`src/rtl/skid_reg_pkg.sv`:
```
// Shared state encoding and count decode for the two-entry skid register.
package skid_reg_pkg;

    localparam logic [1:0] ST_EMPTY = 2'd0;
    localparam logic [1:0] ST_BUSY  = 2'd1;
    localparam logic [1:0] ST_FULL  = 2'd2;

    typedef enum logic [1:0] {
        StEmpty = ST_EMPTY,
        StBusy  = ST_BUSY,
        StFull  = ST_FULL
    } skid_state_e;

    // Number of beats held, encoded as 0 / 1 / 2
    function automatic logic [1:0] state_count(input skid_state_e st);
        unique case (st)
            StBusy:  return 2'd1;
            StFull:  return 2'd2;
            default: return 2'd0;
        endcase
    endfunction

endpackage

```
`src/rtl/my_reg.sv`:
```
// Library enabled data register with synchronous active-high reset.
module my_reg #(
    parameter int unsigned          DATA_W  = 21,
    parameter logic [DATA_W-1:0]    RST_VAL = '0
) (
    input  logic              clk_i,
    input  logic              rst_i,
    input  logic              en_i,
    input  logic [DATA_W-1:0] d_i,
    output logic [DATA_W-1:0] q_o
);

    logic [DATA_W-1:0] data_q;

    always_ff @(posedge clk_i) begin
        if (rst_i) begin
            data_q <= RST_VAL;
        end else if (en_i) begin
            data_q <= d_i;
        end
    end

    assign q_o = data_q;

endmodule

```
`src/rtl/skid_reg.sv`:
```
// Two-entry valid/ready skid buffer; all outputs decode from registered state only.
module skid_reg
    import skid_reg_pkg::*;
#(
    parameter int unsigned       DATA_W  = 21,
    parameter logic [DATA_W-1:0] RST_VAL = '0
) (
    input  logic              clk_i,
    input  logic              rst_i,
    input  logic              s_valid_i,
    output logic              s_ready_o,
    input  logic [DATA_W-1:0] s_data_i,
    output logic              m_valid_o,
    input  logic              m_ready_i,
    output logic [DATA_W-1:0] m_data_o,
    output logic [1:0]        count_o
);

    skid_state_e       state_q, state_d;
    logic              in_xfer, out_xfer;
    logic              main_en, skid_en, main_from_skid;
    logic [DATA_W-1:0] main_d, skid_q;

    assign s_ready_o = (state_q != StFull);
    assign m_valid_o = (state_q != StEmpty);
    assign count_o   = state_count(state_q);

    assign in_xfer  = s_valid_i & s_ready_o;
    assign out_xfer = m_valid_o & m_ready_i;

    always_comb begin
        state_d        = state_q;
        main_en        = 1'b0;
        skid_en        = 1'b0;
        main_from_skid = 1'b0;
        case (state_q)
            StEmpty: begin
                if (in_xfer) begin
                    main_en = 1'b1;
                    state_d = StBusy;
                end
            end
            StBusy: begin
                if (in_xfer && out_xfer) begin
                    main_en = 1'b1;
                end else if (in_xfer) begin
                    skid_en = 1'b1;
                    state_d = StFull;
                end else if (out_xfer) begin
                    state_d = StEmpty;
                end
            end
            StFull: begin
                if (out_xfer) begin
                    main_en        = 1'b1;
                    main_from_skid = 1'b1;
                    state_d        = StBusy;
                end
            end
            default: state_d = StEmpty;
        endcase
    end

    always_ff @(posedge clk_i) begin
        if (rst_i) begin
            state_q <= StEmpty;
        end else begin
            state_q <= state_d;
        end
    end

    assign main_d = main_from_skid ? skid_q : s_data_i;

    my_reg #(
        .DATA_W  (DATA_W),
        .RST_VAL (RST_VAL)
    ) u_main (
        .clk_i (clk_i),
        .rst_i (rst_i),
        .en_i  (main_en),
        .d_i   (main_d),
        .q_o   (m_data_o)
    );

    my_reg #(
        .DATA_W  (DATA_W),
        .RST_VAL (RST_VAL)
    ) u_skid (
        .clk_i (clk_i),
        .rst_i (rst_i),
        .en_i  (skid_en),
        .d_i   (s_data_i),
        .q_o   (skid_q)
    );

endmodule

```
`config.mk`:
```
export PLATFORM = sky130hd
export DESIGN_NAME = skid_reg
export DESIGN_NICKNAME = d
export VERILOG_FILES = /design/src/rtl/skid_reg_pkg.sv /design/src/rtl/my_reg.sv /design/src/rtl/skid_reg.sv
export SDC_FILE = /design/constraint.sdc
export NUM_CORES = 1
export LEC_CHECK = 0
export BUFFER_PORTS_ARGS = -buffer_cell sky130_fd_sc_hd__clkbuf_2
export CELL_PAD_IN_SITES_DETAIL_PLACEMENT = 2
export CELL_PAD_IN_SITES_GLOBAL_PLACEMENT = 2
export CORE_UTILIZATION = 25
export DETAILED_ROUTE_END_ITERATION = 8
export PLACE_DENSITY = 0.67
export SKIP_CTS_REPAIR_TIMING = 1
export SLEW_MARGIN = 20
export SYNTH_ARGS = -nofsm -noshare
export SYNTH_HDL_FRONTEND = slang
export SYNTH_SLANG_ARGS = --single-unit
```
`constraint.sdc`:
```
create_clock -name clk_i -period 1.4 [get_ports clk_i]
set_input_delay 0.28 -clock clk_i [delete_from_list [all_inputs] [get_ports clk_i]]
set_output_delay 0.28 -clock clk_i [all_outputs]
set_load 0.1 [all_outputs]
```
==> results.md, run 1 <==
- CP required: around 1100 ps
- Placer Congestion: ~0.70
- Worst Setup Path Type: reg -> out
- LEAKAGE: about 1.1 nW
- Nets@finish: 317
- Cell Chain, Critical Path: buf_6 > or2_4 > buf_12
- Die ar.: 8050 sq um
- CTS tree: yes
- Crit path time final: 1480 ps
- Endpoint type of the worst setup path: output port
- First-pass GRT wire length: 10,400 microns
- Final hold viol count: 0
- CP max stage cell: dfxtp_2
- CTS clk-pin slew, worst paths: 90 ps
- Mean Syn Cell Area: 8.26 sq um
- # IOs: 50
- Final HPWL DP: around 4200 microns
- P&R area growth vs syn: 48.8%
- Starting density of the core: 0.263
- Final WS setup: -78.8 ps
- Clk sinks: 44
- Largest cells by area after synthesis: dfxtp_1 (46%), nand2_1 (17%), a211oi_1 (8.6%)
- Flops & latches, synth: 44
- Fmax: 0.676 GHz
- Failing checks: setup timing
- Measured slew at the worst slew-check pin: 295 ps
- Cell depth of the worst setup path: 3
- WHS Path Cells: 3
- Antenna viol nets, final: 0
- Layout cells sized above 1: 0.369
- Mapped Area: 1920 sq um
- PortBufs: 49
- Most common cell in the synthesized netlist: nand2_1
- Worst EP arrival: 1200 ps
- Critical path fanouts, max: 5
- Worst setup SP type: flip-flop
- Max rail drop VDD: between 0.3 and 0.4 mV
- Clock Latency Late Sink: 300 ps
- Syn nets: 258
- Rows: 31
- TritonRoute pass-1 iters: 4
- DRT Wirelength: 6480 microns
- RSZ-0062 raised after global routing: yes
- Worst slew margin: 0.802
- Final setup vio count: 3
- Cell variety after synth: 23
- Fill cells: roughly 800
- Pre-CTS setup slack: 38.7 ps
- Final Non-Filler Cells: 392
- DRC violations left: 0
- EDFF count, synth: 0
- Area leader, netlist: dfxtp_1
- Pwr Density: between 1000 and 1500 nW/um^2
- WHS: 207 ps
- Status: finished, violations left
- HP Class: in -> reg
- Drt initial violations: 64
- Clk_skew: 6.96 ps
- Period utilisation layout: 1.06
- Yosys warnings: 0
- CP peak stage delay: 350 ps
- Placed cell count: 378
- Clock Tree Root: clkbuf_8
- Core ar.: 7330 sq um
- Worst path bufs/invs: 2
- Largest net degree at the start of global routing: 45
- Clock buffer depth: 2
- Register area share after synthesis: 0.458
- Synth top cells by count: nand2_1 (86), dfxtp_1 (44), a211oi_1 (22), a21oi_1 (22), a311oi_1 (15)
- CTS H-tree depth: 2
- Global route total overflow: 0
- ANT cells: 0
- MaxCap Viol Count: 0
- Antenna violations before repair: 0
- Average wire per standard cell: approximately 17 microns
- Final core utilization: 0.391
- DR vias/cell: 4.91
- Die Y: roughly 90 microns
- R2R depth: 6
- Crit-path leading delay family: flip-flops
- Asr flop ratio synth: 0
- Mapped Cells: ~230
- Design Area, Final: 2860 sq um
- Synth top area share: 0.458
- CTS buffer count: 5
- Placed cell areas: approximately 2600 sq um
- Die Width: roughly 90 microns
- Max-slew violation count: 0
- Vias in the first global route: 2,024
- Routed vias: 1,925
- Most common flop cell mapped by yosys: dfxtp_1
- Overall Global Routing Usage: 0.162
[area by class of cell]
cell class                      instances  area (sq um)  area share
Clock buffer                            8           121      0.0424
Inverter                                1          7.51     0.00262
Multi-Input combinational cell        165          1030       0.358
Sequential cell                        44           886       0.309
Tap cell                               99           124      0.0433
Timing Repair Buffer                   75           698       0.244
[routing by layer]
layer | global-route usage | up-vias | share of wire
li1 | - | 941 | -
met1 | 0.197 | 945 | 0.45
met2 | 0.287 | 32 | 0.51
met3 | 0.0355 | 7 | 0.027
met4 | 0.0410 | 0 | 0.014
met5 | 0 | - | 0
[cell families (layout without fill, tap and decap cells)]
| kind of cell | Yosys count | in the layout | synth area share |
|---|---|---|---|
| AO/OA/AOI/OAI | 68 | 68 | 0.270 |
| buffers and inverters | 24 | 84 | 0.0585 |
| AND/OR/NAND/NOR | 97 | 97 | 0.214 |
| flip-flops | 44 | 44 | 0.458 |
[through the flow]
stage | setup TNS, ps | power, mW
6_report | -152 | 3.44
3_3_place_gp | 0 | 2.37
3_5_place_dp | 0 | 2.38
5_1_grt | -693 | 3.57
2_1_floorplan | -106 | 2.07
4_1_cts | -353 | 3.39
[sequential cells by signal, indices dropped and copies added (netlist names)]
name        cells
state_q         2
u_main.q_o     21
u_skid.q_o     21
[worst reg2reg max path: cells and delay by family (launching register included)]
family / cells / cell delay, ps
DFF: 1 / 360
and+or+nand+nor: 2 / 270
AOI/OAI and AO/OA: 1 / 250
buffers and inverters: 3 / 410
[report_power, final]
| part | switching (mW) | total [mW] | internal [mW] | leakage, nW |
|---|---|---|---|---|
| sequential | 0.0531 | 1.38 | 1.33 | 0.362 |
| combinational | 0.707 | 1.05 | 0.342 | 0.691 |
| clock | 0.455 | 1.01 | 0.559 | 0.0627 |
[cell usage in the layout (no fill, tap or decap), types with 2 or more instances in the layout]
master	n
a311oi_1	7
a21oi_1	22
dfxtp_1	42
clkbuf_8	7
nor2b_4	2
buf_12	12
clkbuf_2	24
buf_4	29
a311oi_2	14
nand2b_4	2
buf_6	8
clkbuf_16	2
nand2_1	85
a211oi_1	21
[path summary, 6_finish.rpt]
check	from	to	slack, ps
max reg2reg	state_q[0]	u_main.q_o[0]	20
min reg2reg	u_skid.q_o[12]	u_skid.q_o[12]	460
max	state_q[1]	m_valid_o	-80
min	s_data_i[19]	u_skid.q_o[19]	210
Power figures use the tool's default switching activity.
==> inputs of run 2 (changes only) <==
--- a/config.mk
+++ b/config.mk
@@ -8,9 +8,9 @@
 export BUFFER_PORTS_ARGS = -buffer_cell sky130_fd_sc_hd__clkbuf_2
 export CELL_PAD_IN_SITES_DETAIL_PLACEMENT = 2
 export CELL_PAD_IN_SITES_GLOBAL_PLACEMENT = 2
-export CORE_UTILIZATION = 25
+export CORE_UTILIZATION = 30
 export DETAILED_ROUTE_END_ITERATION = 8
-export PLACE_DENSITY = 0.67
+export PLACE_DENSITY = 0.78
 export SKIP_CTS_REPAIR_TIMING = 1
 export SLEW_MARGIN = 20
 export SYNTH_ARGS = -nofsm -noshare
==> results.md, run 2 (synthesized netlist as in run 1, its figures left out) <==
- Routed vias: 1,975 (+2.6%)
- CTS H-tree depth: 2 (unchanged)
- Worst slew margin: 0.735 (-0.0666)
- CP peak stage delay: 390 ps (+40 ps)
- Fmax: 0.714 GHz (+5.6%)
- TritonRoute pass-1 iters: 4 (unchanged)
- Hold Startpoint: s_data_i[9]
- Vias in the first global route: 1,922 (-5.0%)
- Starting density of the core: 0.318 (+0.0550)
- Worst EP arrival: 1580 ps (+380 ps)
- Failing checks: setup timing
- Endpoint type of the worst setup path: flip-flop
- Clk_skew: 2.61 ps (-4.35 ps)
- Rows: 28 (-9.7%)
- Die ar.: 6740 sq um (-16%)
- Critical R2R Launch: state_q[1]
- Average wire per standard cell: 19.6 microns (+19%)
- CTS clk-pin slew, worst paths: 80 ps (about the same)
- Overall Global Routing Usage: 0.201 (+0.0392)
- Worst Setup Path Type: reg -> reg
- Global route total overflow: 0 (unchanged)
- Worst setup SP type: flip-flop
- CTS buffer count: 5 (unchanged)
- Layout cells sized above 1: 0.348 (-0.0202)
- P&R area growth vs syn: 43.4%
- Drt initial violations: 73 (+14%)
- Clock buffer depth: 2 (unchanged)
- Crit-path leading delay family: compound AO/OA/AOI/OAI gates
- Pwr Density: 1230 nW/um^2 (+2.4%)
- Placer Congestion: 0.687 (-1.7%)
- Clk sinks: 44 (unchanged)
- Status: finished, violations left
- CP startpoint: state_q[1]
- Clock Tree Root: clkbuf_8
- Measured slew at the worst slew-check pin: 395 ps (+99.3 ps)
- HP Class: in -> reg
- MaxCap Viol Count: 0 (unchanged)
- Pwr Total: 3.40 mW (-1.3%)
- CP required: 1580 ps (+460 ps)
- CTS tree: yes
- RSZ-0062 raised after global routing: yes
- Nets@finish: 311 (-1.9%)
- Most frequent cells in the layout: nand2_1 (86), dfxtp_1 (42), buf_4 (28), clkbuf_2 (24), a21oi_1 (22)
- Commonest non-fill, non-tap cell in the layout: nand2_1
- Max rail drop VDD: 0.482 mV (+43%)
- Worst R2R End: u_main.q_o[11]
- Antenna violations before repair: 0 (unchanged)
- Final WS setup: -0.885 ps (+77.9 ps)
- Cell Chain, Critical Path: and3b_2 > buf_8 > a211oi_1 > a311oi_2
- PortBufs: 49 (unchanged)
- DR vias/cell: 5.46 (+11%)
- Final HPWL DP: 4160 microns (-1.8%)
- Final core utilization: 0.455 (+0.0647)
- Final hold viol count: 0 (unchanged)
- R2R depth: 4 (-2)
- Critical path fanouts, max: 22 (+17)
- CP max stage cell: dfxtp_4
- Max-slew violation count: 0 (unchanged)
- Die Width: 82.1 microns (-8.5%)
- Worst path bufs/invs: 1 (-1)
- Critical Path End: u_main.q_o[11]
- DRT Wirelength: 7090 microns (+9.5%)
- # IOs: 50 (unchanged)
- Period utilisation layout: 1.00 (-0.0556)
- Final setup vio count: 1 (-2)
- Antenna viol nets, final: 0 (unchanged)
- Cell depth of the worst setup path: 4 (+1)
- DRC violations left: 0 (unchanged)
- Clock Latency Late Sink: 300 ps (about the same)
- Reg2reg setup slack: -0.9 ps (-20 ps)
- ANT cells: 0 (unchanged)
- First-pass GRT wire length: 9910 microns (-4.7%)
- Core ar.: 6060 sq um (-17%)
- Die Y: 82.1 microns (-8.5%)
- Largest net degree at the start of global routing: 45 (unchanged)
- LEAKAGE: 1.07 nW (-3.9%)
- Crit path time final: 1400 ps (-77.9 ps)
- Fill cells: 669 (-16%)
[run 2: metal layers]
layer  global-route usage  vias up  part of all wire  wire (microns)
li1                     -      930                 -               -
met1                0.249      984              0.45            3180
met2                0.344       48              0.50            3550
met3               0.0407       13             0.028             199
met4               0.0719        0             0.023             166
met5                    0        -                 0               0
[run 2: layout make-up]
class                           count  area, sq um  area share
Timing Repair Buffer               69          642       0.233
Clock buffer                        8          121      0.0440
Tap cell                           75         93.8      0.0340
Sequential cell                    44          888       0.322
Multi-Input combinational cell    165         1010       0.365
Inverter                            1         7.51     0.00272
[run 2: worst register-to-register path: stages (launching register included)]
cell and delay [ps]:
dfxtp_4 390, and3b_2 280, buf_8 170, a211oi_1 350
a311oi_2 90
[run 2: how the worst min path moves through the flow]
stage	endpoint	slack, ps	depth (start not counted)
after floorplan	state_q[1]	360	1
after global placement	u_skid.q_o[4]	440	2
after detailed placement	u_skid.q_o[4]	450	2
after CTS	u_skid.q_o[9]	210	3
after global routing	u_skid.q_o[3]	210	3
final	u_skid.q_o[9]	210	3
[run 2: power by group]
group / leakage, nW / internal [mW] / switching (mW)
combinational: 0.647 / 0.305 / 0.703
sequential: 0.362 / 1.33 / 0.0593
clock: 0.0627 / 0.558 / 0.448
total: 1.07 / 2.19 / 1.21
[run 2: stage by stage]
| step | hold slack [ps] | cell area, sq um | worst slack (ps) | setup TNS (ps) | instances |
|---|---|---|---|---|---|
| 3_5_place_dp | 449 | 2520 | -38.5 | -124 | 350 |
| 6_report | 209 | 2760 | -0.885 | -0.885 | 362 |
| 4_1_cts | 206 | 2640 | -120 | -1310 | 358 |
| 5_1_grt | 212 | 2760 | -74.6 | -762 | 362 |
| 2_1_floorplan | 358 | 1950 | -80.3 | -106 | 233 |
| 3_3_place_gp | 444 | 2520 | 33.1 | 0 | 350 |
